<file path="config.mk">
export PLATFORM = sky130hd
export DESIGN_NAME = freq_meter
export DESIGN_NICKNAME = d
export VERILOG_FILES = /design/src/rtl/freq_pkg.sv /design/src/rtl/sync_edge.sv /design/src/rtl/freq_meter.sv
export SDC_FILE = /design/constraint.sdc
export NUM_CORES = 1
export LEC_CHECK = 0
export ABC_AREA = 1
export BUFFER_PORTS_ARGS = -buffer_cell sky130_fd_sc_hd__buf_2
export CAP_MARGIN = 10
export CORE_ASPECT_RATIO = 0.6
export CORE_UTILIZATION = 30
export DETAILED_ROUTE_END_ITERATION = 16
export HOLD_SLACK_MARGIN = 0.15
export SLEW_MARGIN = 30
export SYNTH_ARGS = -nofsm -noshare
export SYNTH_HDL_FRONTEND = slang
export SYNTH_SLANG_ARGS = --single-unit
</file>
<file path="constraint.sdc">
create_clock -name clk -period 2.55 [get_ports clk]
set_input_delay 0.51 -clock clk [delete_from_list [all_inputs] [get_ports clk]]
set_output_delay 0.51 -clock clk [all_outputs]
set_load 0.01 [all_outputs]
</file>
<file path="src/rtl/freq_pkg.sv">
// Shared state encoding and default sizing for the frequency meter.
package freq_pkg;

  typedef enum logic [1:0] {
    IDLE  = 2'd0,
    ARMED = 2'd1,
    HIGH  = 2'd2,
    LOW   = 2'd3
  } state_t;

  localparam int CNT_W_DEF    = 16;
  localparam int LOCK_CNT_DEF = 4;

endpackage

</file>
<file path="src/rtl/sync_edge.sv">
// Two-flop synchroniser for an asynchronous level, followed by a history flop
// that turns the synchronised level into single-cycle rise/fall pulses.
module sync_edge (
  input  logic clk,
  input  logic rst,
  input  logic d,
  output logic rise,
  output logic fall
);

  logic sync_p0;
  logic sync_p1;
  logic prev_p2;

  always_ff @(posedge clk) begin
    if (rst) begin
      sync_p0 <= 1'b0;
      sync_p1 <= 1'b0;
      prev_p2 <= 1'b0;
    end else begin
      sync_p0 <= d;
      sync_p1 <= sync_p0;
      prev_p2 <= sync_p1;
    end
  end

  assign rise = sync_p1 & ~prev_p2;
  assign fall = ~sync_p1 & prev_p2;

endmodule

</file>
<file path="src/rtl/freq_meter.sv">
// Measures high/low time and period of a slow square wave in clk cycles,
// recovers the divide ratio, detects a stable period and flags a stalled input.
module freq_meter
  import freq_pkg::*;
#(
  parameter int CNT_W    = CNT_W_DEF,
  parameter int LOCK_CNT = LOCK_CNT_DEF
) (
  input  logic             clk,
  input  logic             rst,
  input  logic             sig_in,
  output logic [CNT_W-1:0] high_time,
  output logic [CNT_W-1:0] low_time,
  output logic [CNT_W:0]   period,
  output logic [CNT_W-1:0] div_n,
  output logic             sym,
  output logic             meas_valid,
  output logic             locked,
  output logic             no_signal
);

  localparam logic [CNT_W-1:0] CNT_MAX = '1;
  localparam int               MC_W    = $clog2(LOCK_CNT + 1);
  localparam logic [MC_W-1:0]  MC_LOCK = MC_W'(LOCK_CNT);
  localparam logic [MC_W-1:0]  MC_ONE  = MC_W'(1);

  function automatic logic [CNT_W-1:0] sat_inc(input logic [CNT_W-1:0] v);
    return (v == CNT_MAX) ? v : v + 1'b1;
  endfunction

  logic             rise;
  logic             fall;
  logic             any_edge;
  logic             stall_hit;
  logic             meas;
  state_t           state_q;
  state_t           state_d;
  logic [CNT_W-1:0] hcnt_q;
  logic [CNT_W-1:0] hcnt_d;
  logic [CNT_W-1:0] lcnt_q;
  logic [CNT_W-1:0] lcnt_d;
  logic [CNT_W-1:0] shadow_q;
  logic [CNT_W-1:0] shadow_d;
  logic [CNT_W-1:0] stall_q;
  logic [CNT_W-1:0] stall_d;
  logic [MC_W-1:0]  match_q;
  logic [MC_W-1:0]  match_inc;
  logic [CNT_W:0]   new_period;

  // Front end: synchroniser and edge pulses (3-cycle latency for both edges)
  sync_edge u_sync (
    .clk  (clk),
    .rst  (rst),
    .d    (sig_in),
    .rise (rise),
    .fall (fall)
  );

  assign any_edge  = rise | fall;
  assign stall_d   = any_edge ? '0 : sat_inc(stall_q);
  // Stays asserted every cycle the counter sits at saturation.
  assign stall_hit = ~any_edge & (stall_d == CNT_MAX);

  always_comb begin
    state_d  = state_q;
    hcnt_d   = hcnt_q;
    lcnt_d   = lcnt_q;
    shadow_d = shadow_q;
    meas     = 1'b0;
    case (state_q)
      IDLE: begin
        if (fall) state_d = ARMED;
      end
      ARMED: begin
        if (rise) begin
          hcnt_d  = CNT_W'(1);
          state_d = HIGH;
        end
      end
      HIGH: begin
        if (fall) begin
          shadow_d = hcnt_q;
          lcnt_d   = CNT_W'(1);
          state_d  = LOW;
        end else begin
          hcnt_d = sat_inc(hcnt_q);
        end
      end
      LOW: begin
        if (rise) begin
          meas    = 1'b1;
          hcnt_d  = CNT_W'(1);
          state_d = HIGH;
        end else begin
          lcnt_d = sat_inc(lcnt_q);
        end
      end
      default: state_d = IDLE;
    endcase
    if (stall_hit) state_d = IDLE;
  end

  // Stage: FSM and counter state
  always_ff @(posedge clk) begin
    if (rst) begin
      state_q  <= IDLE;
      hcnt_q   <= '0;
      lcnt_q   <= '0;
      shadow_q <= '0;
      stall_q  <= '0;
    end else begin
      state_q  <= state_d;
      hcnt_q   <= hcnt_d;
      lcnt_q   <= lcnt_d;
      shadow_q <= shadow_d;
      stall_q  <= stall_d;
    end
  end

  assign new_period = {1'b0, shadow_q} + {1'b0, lcnt_q};
  assign match_inc  = (match_q == MC_LOCK) ? match_q : match_q + 1'b1;

  // Stage: measurement output registers
  always_ff @(posedge clk) begin
    if (rst) begin
      high_time  <= '0;
      low_time   <= '0;
      period     <= '0;
      div_n      <= '0;
      sym        <= 1'b0;
      meas_valid <= 1'b0;
    end else begin
      meas_valid <= meas;
      if (meas) begin
        high_time <= shadow_q;
        low_time  <= lcnt_q;
        period    <= new_period;
        div_n     <= shadow_q - CNT_W'(1);
        sym       <= (shadow_q == lcnt_q);
      end
    end
  end

  // Stage: lock tracking and stall flag
  always_ff @(posedge clk) begin
    if (rst) begin
      match_q   <= '0;
      locked    <= 1'b0;
      no_signal <= 1'b0;
    end else begin
      if (stall_hit) begin
        match_q <= '0;
        locked  <= 1'b0;
      end else if (meas) begin
        if (new_period == period) begin
          match_q <= match_inc;
          locked  <= (match_inc >= MC_LOCK);
        end else begin
          match_q <= MC_ONE;
          locked  <= (MC_ONE >= MC_LOCK);
        end
      end
      if (any_edge) begin
        no_signal <= 1'b0;
      end else if (stall_hit) begin
        no_signal <= 1'b1;
      end
    end
  end

endmodule

</file>
==> impl_summary.txt <==
----------------------------------------------------
[Global routing]
  Maximum number of pins on one net before global-route repair ... 95
  Wire length of the first global-routing pass ... about 34 mm
  Antenna violations before repair ... 0
  Grt total ovfl ... 0
  Number of global-route vias before repair ... between 6k and 7k
  Total routing resource utilization after global routing ... 18.30%

[Routing]
  Number of optimization iterations in the first detailed-route pass ... 5
  # DRC ... 0
  Total wire length after detailed routing ... 21.55 mm
  Routed vias/inst ... 4.835
  Remaining number of nets flagged by the antenna check after routing ... 0
  Via count ... 6996
  Wirelength per Cell ... 14.89 um
  Starting DRC count in detailed routing ... 580

[Clocking]
  Htree depth ... 4
  Number of buffers added by the clock tree synthesis step ... 17
  Clock-pin slew of the registers on the worst-case setup and hold paths ... 0.06 ns
  Insertion delay to the later sink of the worst-skew pair ... 0.44 ns
  CTS Hold Buffers Added ... 0
  CTS tree ... built
  Largest buffer count on any clock path ... 2
  Clk root buf ... clkbuf_16
  Clock sinks ... 140

[Finish]
  Final cell count without fillers ... 1447
  Commonest non-fill, non-tap cells in the layout ... 186 x nand2_1, 133 x dfxtp_1, 129 x inv_1
  Leading cell type in the layout, fill and taps excluded ... nand2_1
  Antenna fix cells ... 0
  Final design utilization ... 37.60%
  Layout cell share with drive strength beyond 1 ... 18.73%
  Multi-input gate area in the final layout ... between 0.003 and 0.004 sq mm
  Synthesis-to-layout area growth ... 22.07%
  Storage cell area ... 0.002811 sq mm
  Finished Cell Area ... between 0.008 and 0.009 sq mm
  Number of nets in the finished design ... 1147
  Count of filler cells inserted in the layout ... 2469

[Critical path]
  Worst EP required ... 2.88 ns
  CP Buf/Inv Count ... 2
  Largest delay contributor family on the critical path ... simple AND/OR/NAND/NOR gates
  Largest stage delay, worst path ... 0.39 ns
  Cell mode on critical path ... nand2_2
  Kind of capture point of the worst setup path ... flop
  Category of the most critical setup path ... reg -> reg
  CP max FO ... 4
  Data arrival time of the worst path ... roughly 2.7 ns
  Highest-delay cell along the critical path ... fa_2
  Launching element type of the critical path ... flop
  Cell-by-cell trace of the critical path ... ha_4 -> inv_2 -> fa_2 -> inv_2 -> nand2_2 -> nand2_2 -> nand3_4 -> nand2_4 -> nand2_4 -> nand2_2 -> nand2_2 -> nand2_2 -> nor2_1 -> nor2_1 -> nand2_1 -> nor2_1 -> nand3_1 -> nand2_2 -> a21oi_1

[Timing]
  Timing-limited maximum frequency ... 0.4136 GHz
  Worst path setup slack after routing ... about 0.13 ns
  Setup TNS Final ... 0 ns
  Setup repair after global routing missed its margin ... yes
  Layout Skew ... 0.01173 ns
  Worst slew pin tran ... between 0.6 and 0.7 ns
  Final min period ... 2.418 ns
  Worst slew margin relative to its limit ... between 50% and 60%
  Total count of hold-check failures in the final report ... 0
  Final-layout worst hold slack ... 0.2786 ns
  Count of pins over their slew limit ... 0
  Crit share post-route ... a little over nine tenths
  Setup violation total in the final timing report ... 0

[Power]
  Worst ir drop on vdd ... 445.5 uV
  Total power consumption of the routed design ... 4.880 mW
  Leakage power total ... between 4 and 5 nW
  Pwr Density ... 557.1 mW/mm^2

[Synth]
  Post-synth EDFFs ... 0
  Number of distinct library cell variants in the gate-level netlist after synthesis ... 48
  Mean instance size in the synthesized netlist ... around 7 sq um
  Cells after Synth ... 1026
  Most used DFF post-synth ... dfxtp_1
  Total of flip-flops plus latches after synthesis ... 140
  Synth top area cells ... dfxtp_1 39%, nand2_1 10%, inv_1 6.9%
  Register area share after synthesis ... between 30 and 40%
  Net count after synthesis ... 1054
  Cell taking the most area after synthesis ... dfxtp_1
  Proportion of register bits with asynchronous set or reset after synthesis ... 0%
  Fraction of post-synthesis cell area in the top cell type by area ... 39.06%
  Syn. warnings ... 0
  Post-synthesis cell area ... 0.007176 sq mm

[Placed design]
  Worst setup timing slack at the placement stage ... -0.002426 ns
  Number of buffers added on ports ... a little over 70
  Final weighted congestion in routability-driven placement ... 0.9549
  Half-perimeter wire length after detailed placement ... 16.15 mm
  Standard cell area after detailed placement ... 0.008010 sq mm
  Cells after DPL ... 1410

[Floorplanning]
  Overall die height ... 121.8 um
  Number of top-level design ports ... 72
  Chip Width ... 201.7 um
  Row Count ... 43
  Area inside the core boundary ... 0.02330 sq mm
  Initial core utilization ... a little over 30%
  Die area ... 0.02456 sq mm

[Min path]
  Path class of the lowest-slack min-delay path ... in -> reg

[Run]
  Number of maximum-capacitance violations ... 0

[Run status]
  Outcome ... complete, no violations

----------------------------------------------------
-- area by class of cell --
| cell class | instances | share of cell area [%] |
|---|---|---|
| clock buffers | 17 | 4.856 |
| clock inverters | 15 | 2.028 |
| inverters | 141 | 6.071 |
| multi-input cells | 716 | 43.51 |
| flip-flops and latches | 140 | 32.10 |
| well taps | 315 | 4.499 |
| repair buffers | 103 | 6.942 |
-- where the power goes --
part	internal [mW]	switching (mW)	leakage, nW
Sequential	2.19	0.00860	1.13
Clock	1.47	1.11	0.286
Combinational	0.0254	0.0699	2.68
Total	3.69	1.19	4.10
-- cell usage after synthesis (2+ instances only) --
cell type	n
nand3_2	5
nand2_1	198
xnor2_1	4
nor3_2	3
nand3_1	87
dfxtp_1	140
o31ai_1	2
o21ai_0	82
xor2_1	18
clkbuf_1	16
o21bai_1	2
nor3_1	13
buf_2	6
clkinv_1	2
a21oi_1	88
or2_1	2
o21ai_1	4
nor2_2	6
a31oi_1	9
buf_1	4
nand4_1	12
nand2_4	2
o211ai_1	10
nor2_4	3
a211oi_1	5
nand2_2	9
nor2_1	108
inv_2	6
nand3b_1	2
inv_1	132
ha_1	24
or2_2	2
nor4_1	4
o211a_1	2
-- tightest hold or removal path: cells and delay by family --
| family | cells | cell delay (ns) |
|---|---|---|
| buffers and inverters | 2 | 0.10 |
| and+or+nand+nor | 1 | 0.07 |
-- kinds of logic (layout without fill, tap and decap cells) --
logic type / after synthesis / in the layout / synth area share (%)
flip-flops: 140 / 140 / 39.06
adder cells (fa/ha/maj): 25 / 25 / 4.464
XOR/XNOR: 22 / 22 / 2.685
AO/OA/AOI/OAI: 208 / 208 / 15.66
buffers and inverters: 170 / 276 / 9.329
AND/OR/NAND/NOR: 461 / 461 / 28.81
-- state kept, by name, summed over array words and instances (netlist names), 16 cells and up --
register	flops
low_time	16
hcnt_q	16
period	17
div_n	16
stall_q	16
lcnt_q	16
shadow_q	16
high_time	16
-- layer usage --
metal	up-vias	share of wire, %	GRT usage [%]
met5	-	0	0
met4	0	0.79	4.451
met3	15	7.5	4.628
met2	206	38	24.50
met1	3206	54	28.32
li1	3569	-	-
-- path summary, 6_finish.rpt --
path	cells past startpoint	end	slack, ns	start
max	19	match_q[0]$_SDFFE_PP0P_	0.13	lcnt_q[0]$_SDFFE_PP0P_
min	3	u_sync.sync_p0$_SDFF_PP0_	0.28	sig_in
max reg2reg	19	match_q[0]$_SDFFE_PP0P_	0.13	lcnt_q[0]$_SDFFE_PP0P_
min reg2reg	2	u_sync.sync_p1$_SDFF_PP0_	0.40	u_sync.sync_p0$_SDFF_PP0_
-- what timing repair did --
action,in CTS,in global routing
setup buffers,0,5
pin swaps,0,11
hold endpoints to repair,0,0
endpoints found under the setup margin,3,6
resized for setup,1,38
Power figures use the tool's default switching activity.
